File: config.mk
export PLATFORM = sky130hd
export DESIGN_NAME = id_ex_stage
export DESIGN_NICKNAME = d
export VERILOG_FILES = /design/src/rtl/id_ex_stage.sv
export SDC_FILE = /design/constraint.sdc
export NUM_CORES = 1
export LEC_CHECK = 0
export CAP_MARGIN = 40
export CORE_AREA = 5 5 161 163
export CTS_BUF_LIST = sky130_fd_sc_hd__clkbuf_8
export DETAILED_ROUTE_END_ITERATION = 10
export DIE_AREA = 0 0 166 168
export PLACE_DENSITY = 0.71
export SLEW_MARGIN = 10
export SYNTH_ARGS = -nofsm -noshare
export SYNTH_HDL_FRONTEND = slang
export SYNTH_SLANG_ARGS = --single-unit
File: constraint.sdc
create_clock -name clk -period 4.74 [get_ports clk]
set_clock_uncertainty 0.2 [all_clocks]
set_input_delay 1.185 -clock clk [delete_from_list [all_inputs] [get_ports clk]]
set_output_delay 1.185 -clock clk [all_outputs]
set_load 0.01 [all_outputs]
File: src/rtl/id_ex_stage.sv
// id_ex_stage: decode-to-execute pipeline boundary.
//
// Every cycle the decoder's control bundle and the datapath operands are
// captured into the ID/EX register. A load in EX whose destination is read by
// the instruction in decode stalls fetch/decode for one cycle and inserts a
// bubble. A taken branch or jump resolved in EX (PCSrcE) squashes the
// instruction in decode and turns the next EX slot into a bubble.
//
// Ports:
//   clk, rst            clock, synchronous active-high reset
//   *D inputs           decode-stage control, operands and register indices
//   OpcodeD             only used to decide which source registers are read
//   PCSrcE              taken branch/jump resolved in EX this cycle
//   *E outputs          registered EX-stage copies of the *D inputs
//   ValidE              EX holds a real instruction (0 for reset or bubble)
//   StallF, StallD      hold PC and IF/ID register (load-use hazard)
//   FlushD              squash the IF/ID register (taken branch/jump)
//   StallCount          saturating count of load-use bubbles since reset
//
// Stall/flush semantics: StallF/StallD/FlushD are combinational from the
// current EX register and the decode inputs. A stall holds the upstream stages
// for exactly the cycle in which it is asserted; a flush always overrides a
// stall in the same cycle, so a squashed instruction never causes a bubble.
module id_ex_stage #(
  parameter int XLEN  = 32,
  parameter int CNT_W = 16
) (
  input  logic            clk,
  input  logic            rst,
  input  logic [6:0]      OpcodeD,
  input  logic            RegWriteD,
  input  logic            ALUSrcAD,
  input  logic            ALUSrcBD,
  input  logic            MemWriteD,
  input  logic            BranchD,
  input  logic [3:0]      ALUControlD,
  input  logic [1:0]      ResultSrcD,
  input  logic [2:0]      BranchTypeD,
  input  logic [2:0]      AddressingControlD,
  input  logic [1:0]      JumpD,
  input  logic [XLEN-1:0] RD1D,
  input  logic [XLEN-1:0] RD2D,
  input  logic [XLEN-1:0] ImmExtD,
  input  logic [XLEN-1:0] PCD,
  input  logic [XLEN-1:0] PCPlus4D,
  input  logic [4:0]      Rs1D,
  input  logic [4:0]      Rs2D,
  input  logic [4:0]      RdD,
  input  logic            PCSrcE,
  output logic            RegWriteE,
  output logic            ALUSrcAE,
  output logic            ALUSrcBE,
  output logic            MemWriteE,
  output logic            BranchE,
  output logic [3:0]      ALUControlE,
  output logic [1:0]      ResultSrcE,
  output logic [2:0]      BranchTypeE,
  output logic [2:0]      AddressingControlE,
  output logic [1:0]      JumpE,
  output logic [XLEN-1:0] RD1E,
  output logic [XLEN-1:0] RD2E,
  output logic [XLEN-1:0] ImmExtE,
  output logic [XLEN-1:0] PCE,
  output logic [XLEN-1:0] PCPlus4E,
  output logic [4:0]      Rs1E,
  output logic [4:0]      Rs2E,
  output logic [4:0]      RdE,
  output logic            ValidE,
  output logic            StallF,
  output logic            StallD,
  output logic            FlushD,
  output logic [CNT_W-1:0] StallCount
);

  localparam logic [6:0] OP_LUI    = 7'b0110111;
  localparam logic [6:0] OP_AUIPC  = 7'b0010111;
  localparam logic [6:0] OP_JAL    = 7'b1101111;
  localparam logic [6:0] OP_RTYPE  = 7'b0110011;
  localparam logic [6:0] OP_STORE  = 7'b0100011;
  localparam logic [6:0] OP_BRANCH = 7'b1100011;
  localparam logic [1:0] RES_MEM   = 2'b01;

  typedef struct packed {
    logic            reg_write;
    logic            alu_src_a;
    logic            alu_src_b;
    logic            mem_write;
    logic            branch;
    logic [3:0]      alu_control;
    logic [1:0]      result_src;
    logic [2:0]      branch_type;
    logic [2:0]      addr_control;
    logic [1:0]      jump;
    logic [XLEN-1:0] rd1;
    logic [XLEN-1:0] rd2;
    logic [XLEN-1:0] imm_ext;
    logic [XLEN-1:0] pc;
    logic [XLEN-1:0] pc_plus4;
    logic [4:0]      rs1;
    logic [4:0]      rs2;
    logic [4:0]      rd;
  } id_ex_t;

  id_ex_t          id_ex_q, id_ex_d, decode_bundle;
  logic            valid_e_q, valid_e_d;
  logic [CNT_W-1:0] stall_cnt_q, stall_cnt_d;

  logic uses_rs1, uses_rs2;
  logic load_use_hazard;

  // Unknown opcodes fall into the default: Rs1 assumed read, Rs2 not. This
  // can only add stalls, never miss one for a real Rs1 consumer.
  always_comb begin
    uses_rs1 = 1'b1;
    uses_rs2 = 1'b0;
    case (OpcodeD)
      OP_LUI, OP_AUIPC, OP_JAL:        uses_rs1 = 1'b0;
      OP_RTYPE, OP_STORE, OP_BRANCH:   uses_rs2 = 1'b1;
      default: ;
    endcase
  end

  // x0 is never a real dependency, so a load into x0 does not stall.
  always_comb begin
    load_use_hazard = valid_e_q
                    && (id_ex_q.result_src == RES_MEM)
                    && (id_ex_q.rd != 5'd0)
                    && ((uses_rs1 && (Rs1D == id_ex_q.rd))
                     || (uses_rs2 && (Rs2D == id_ex_q.rd)));
  end

  assign StallF = load_use_hazard & ~PCSrcE;
  assign StallD = load_use_hazard & ~PCSrcE;
  assign FlushD = PCSrcE;

  always_comb begin
    decode_bundle = '{
      reg_write:    RegWriteD,
      alu_src_a:    ALUSrcAD,
      alu_src_b:    ALUSrcBD,
      mem_write:    MemWriteD,
      branch:       BranchD,
      alu_control:  ALUControlD,
      result_src:   ResultSrcD,
      branch_type:  BranchTypeD,
      addr_control: AddressingControlD,
      jump:         JumpD,
      rd1:          RD1D,
      rd2:          RD2D,
      imm_ext:      ImmExtD,
      pc:           PCD,
      pc_plus4:     PCPlus4D,
      rs1:          Rs1D,
      rs2:          Rs2D,
      rd:           RdD
    };
  end

  // A bubble clears the whole bundle, which also leaves every control
  // field inert (no register write, no store, no branch, no jump).
  always_comb begin
    id_ex_d     = decode_bundle;
    valid_e_d   = 1'b1;
    stall_cnt_d = stall_cnt_q;
    if (PCSrcE) begin
      id_ex_d   = '0;
      valid_e_d = 1'b0;
    end else if (load_use_hazard) begin
      id_ex_d   = '0;
      valid_e_d = 1'b0;
      if (stall_cnt_q != {CNT_W{1'b1}}) begin
        stall_cnt_d = stall_cnt_q + CNT_W'(1);
      end
    end
  end

  always_ff @(posedge clk) begin
    if (rst) begin
      id_ex_q     <= '0;
      valid_e_q   <= 1'b0;
      stall_cnt_q <= '0;
    end else begin
      id_ex_q     <= id_ex_d;
      valid_e_q   <= valid_e_d;
      stall_cnt_q <= stall_cnt_d;
    end
  end

  assign RegWriteE          = id_ex_q.reg_write;
  assign ALUSrcAE           = id_ex_q.alu_src_a;
  assign ALUSrcBE           = id_ex_q.alu_src_b;
  assign MemWriteE          = id_ex_q.mem_write;
  assign BranchE            = id_ex_q.branch;
  assign ALUControlE        = id_ex_q.alu_control;
  assign ResultSrcE         = id_ex_q.result_src;
  assign BranchTypeE        = id_ex_q.branch_type;
  assign AddressingControlE = id_ex_q.addr_control;
  assign JumpE              = id_ex_q.jump;
  assign RD1E               = id_ex_q.rd1;
  assign RD2E               = id_ex_q.rd2;
  assign ImmExtE            = id_ex_q.imm_ext;
  assign PCE                = id_ex_q.pc;
  assign PCPlus4E           = id_ex_q.pc_plus4;
  assign Rs1E               = id_ex_q.rs1;
  assign Rs2E               = id_ex_q.rs2;
  assign RdE                = id_ex_q.rd;
  assign ValidE             = valid_e_q;
  assign StallCount         = stall_cnt_q;

endmodule

==> results of run 1 <==
power by group through the flow:
stage                     registers (mW)  logic, mW  clock network (mW)
after floorplan                     1.93     0.0709                   0
after global placement              1.90      0.427                   0
after detailed placement            1.90      0.432                   0
after CTS                           1.86      0.434                1.59
after global routing                1.87      0.458                1.68
final                               1.86      0.428                1.52
through the flow:
stage	setup WS, ns	total power, mW
after floorplan	1.01	2.00
after global placement	0.0138	2.33
after detailed placement	0.0150	2.33
after CTS	0.000133	3.89
after global routing	0.0772	4.01
final	0.126	3.81
worst paths after layout:
check | slack (ns) | to
setup / recovery | 0.13 | StallD
hold / removal | 0.30 | StallCount[11]
setup reg to reg | 2.07 | Rs1E[0]
hold reg to reg | 0.30 | StallCount[11]
cells by family (layout without fill, tap and decap cells):
| group | count (synthesis) | count (layout) |
|---|---|---|
| AO/OA/AOI/OAI | 30 | 30 |
| XOR/XNOR | 10 | 10 |
| adder cells (fa/ha/maj) | 1 | 1 |
| AND/OR/NAND/NOR | 262 | 262 |
| flip-flops | 211 | 211 |
| buffers and inverters | 34 | 490 |
| multiplexers | 3 | 3 |
area by class of cell:
cell class / instances / share of cell area (%)
clock buffers: 41 / 4.89
clock inverters: 17 / 0.845
inverters: 6 / 0.195
multi-input cells: 306 / 17.0
flip-flops and latches: 211 / 36.6
well taps: 324 / 3.51
repair buffers: 426 / 37.0
critical path: stages:
cell	delay, ns
clkdlybuf4s50_1	0.44
xor2_1	0.16
nor3_2	0.33
buf_4	0.18
and3_1	0.18
o21ai_2	0.10
inv_1	0.11
clkdlybuf4s50_1	0.54
what timing repair did:
item                       4_1_cts  5_1_grt
setup endpoints to repair        0        2
hold endpoints to repair         0        0
gates resized for setup          0        1
sequential cells by signal, indices dropped and copies added, names as in the netlist, 4 cells and up:
register     count
RdE              5
ALUControlE      4
RD1E            32
Rs2E             5
ImmExtE         32
Rs1E             5
StallCount      16
PCPlus4E        32
RD2E            32
PCE             32
placed cells by master (no fill, tap or decap), types with 2 or more instances in the layout:
cell type,instances
clkdlybuf4s50_1,417
dfxtp_1,211
and2_1,194
clkbuf_8,41
inv_1,19
nor2_1,14
a21oi_1,11
nand4_1,8
o21ai_0,8
xor2_1,7
or3_1,7
buf_4,7
nand2_1,6
or4_1,6
nand3_1,5
nor2b_1,4
o31ai_1,4
xnor2_1,3
nor3_1,3
mux2_1,3
and3_1,2
o21ai_2,2
nor4_1,2
clkinv_2,2
per-layer routing:
| layer | global-route usage, % | up-vias |
|---|---|---|
| li1 | - | 2632 |
| met1 | 15.2 | 2354 |
| met2 | 25.7 | 279 |
| met3 | 6.57 | 52 |
| met4 | 5.63 | 0 |
| met5 | 0 | - |
==> flow_summary.toml, run 1 <==
[outcome]
status = "complete, no violations"

[logic_synthesis]
ys_types = 40
avgSynthCellArea_um2 = 11.5
synthSimpleGateAreaFrac_pct = 25.7
async_flop_share_pct = 0
synthCells = 551
ys.flop_type = "dfxtp_1"
synth_seq_cells = 211
synth-compound-area-share_pct = 3.02
yosys.area.top_type = "dfxtp_1"
synth_fa_ha_area_share_pct = 0.198
synth_top_family_by_area = "simple AND/OR/NAND/NOR gates"
synth_enable_flop_cells = 0
synthMuxAreaShare_pct = 0.534
synth_top_area_share_pct = 66.7
synth_nets = 756
ys_warn_count = 0
yosysMostFrequentCell = "dfxtp_1"
ys_seq_area_share_pct = 66.7
netlist_top_cells_count = "211 x dfxtp_1, 194 x and2_1, 22 x clkbuf_1"
yosys-top-cells-area = "dfxtp_1 67%, and2_1 19%, clkbuf_1 1.3%, xor2_1 0.97%, a21oi_1 0.87%"
netlist_area_mm2 = 0.00633
synth_xor_area_share_pct = 1.38

[global_route]
grt_start_max_net_pins = 90
grt_pass1_vias = 5543
grt_pass1_wl_um = 32100
grt_overflow = 0
grt_usage_pct = 14.5
antenna_found_initial = 0

[cts]
cts_setup_buffers = 0
clk_latency_ns = 0.50
numCtsBuffers = 38
path_clk_slew_ns = 0.06
cts_hold_buf = 0
clk_path_buf_depth = 3
cts_tree = "built"
cts-htree-levels = 2
root_buffer = "clkbuf_8"
cts_sinks = 211

[min_path]
holdCritPathClass = "reg -> reg"
hold_path.startpoint = "StallCount[11]"
whs_path_depth = 2

[critical_path]
arrival_ns = 3.23
required_ns = 3.36
end_kind = "primary output"
worstSetupPathType = "in -> out"
cp_max_fo = 5
rr_worst_depth = 9
r2r_start = "RdE[2]"
cp-start-kind = "input port"
critPathLaunch = "Rs1D[2]"

[place]
place_congestion = 0.815
place_hpwl_um = 16600
placed_area_mm2 = 0.0109
portBuffers = 417
place_inst = 1273

[timing]
report.final.slew_viol_count = 0
rsz0062_at_grt = "no"
layout_min_cycle_time_ns = 4.61
finalCritPeriodShare_pct = 97.3
hold_viol = 0
setup-tns-final_ns = 0
timing.fmax_mhz = 217
relSlewSlack_pct = 73.6
tightest_slew_ns = 0.395
setup_viol = 0
holdWs_ns = 0.305

[pwr]
combPwrFrac_pct = 11.2
switchingPower_mw = 0.837
vdd_drop_max_mv = 0.208
pwr-share-clk_pct = 39.9
intPower_mw = 2.98
leakage_nw = 4.48
seq_power_share_pct = 48.9
powerDensity_mw_per_mm2 = 330
swShare_pct = 22.0

[floorplan]
fp.dieArea_mm2 = 0.0279
io_pins = 418
die_y_um = 168
core_mm2 = 0.0242
dieWidth_um = 166
start_util_pct = 26.2
rows = 57

[routing]
wl_met1_um = 7650
top_layer = "met4"
drt-initial-drc-count = 238
detail_route.vias_per_cell = 3.99
ant_nets = 0
met3_length_um = 2250
wl_met2_um = 10400
drtPass1Iterations = 4
wire_per_inst_um = 15.8
drc = 0
dr_total_vias = 5317
wirelength_um = 21000

[cells_and_area]
fin_area_mm2 = 0.0115
finalCoreUtilization_pct = 47.8
nets = 1194
drive_gt1_share_pct = 6.26
instances_no_fill = 1331
regArea_mm2 = 0.00422
n_antenna_cell = 0
fillCellCount = 2261
area.growth.synth_to_final_pct = 82.5
multi_input_area_mm2 = 0.00196

[job]
maxCapViolations = 0
(Power assumes the default switching activity.)
==> run 2: changes to the inputs <==
Settings changed: GPL_ROUTABILITY_DRIVEN set to 0.
==> results of run 2 <==
The final DEF is identical to that of run 1; final timing and power are the same.
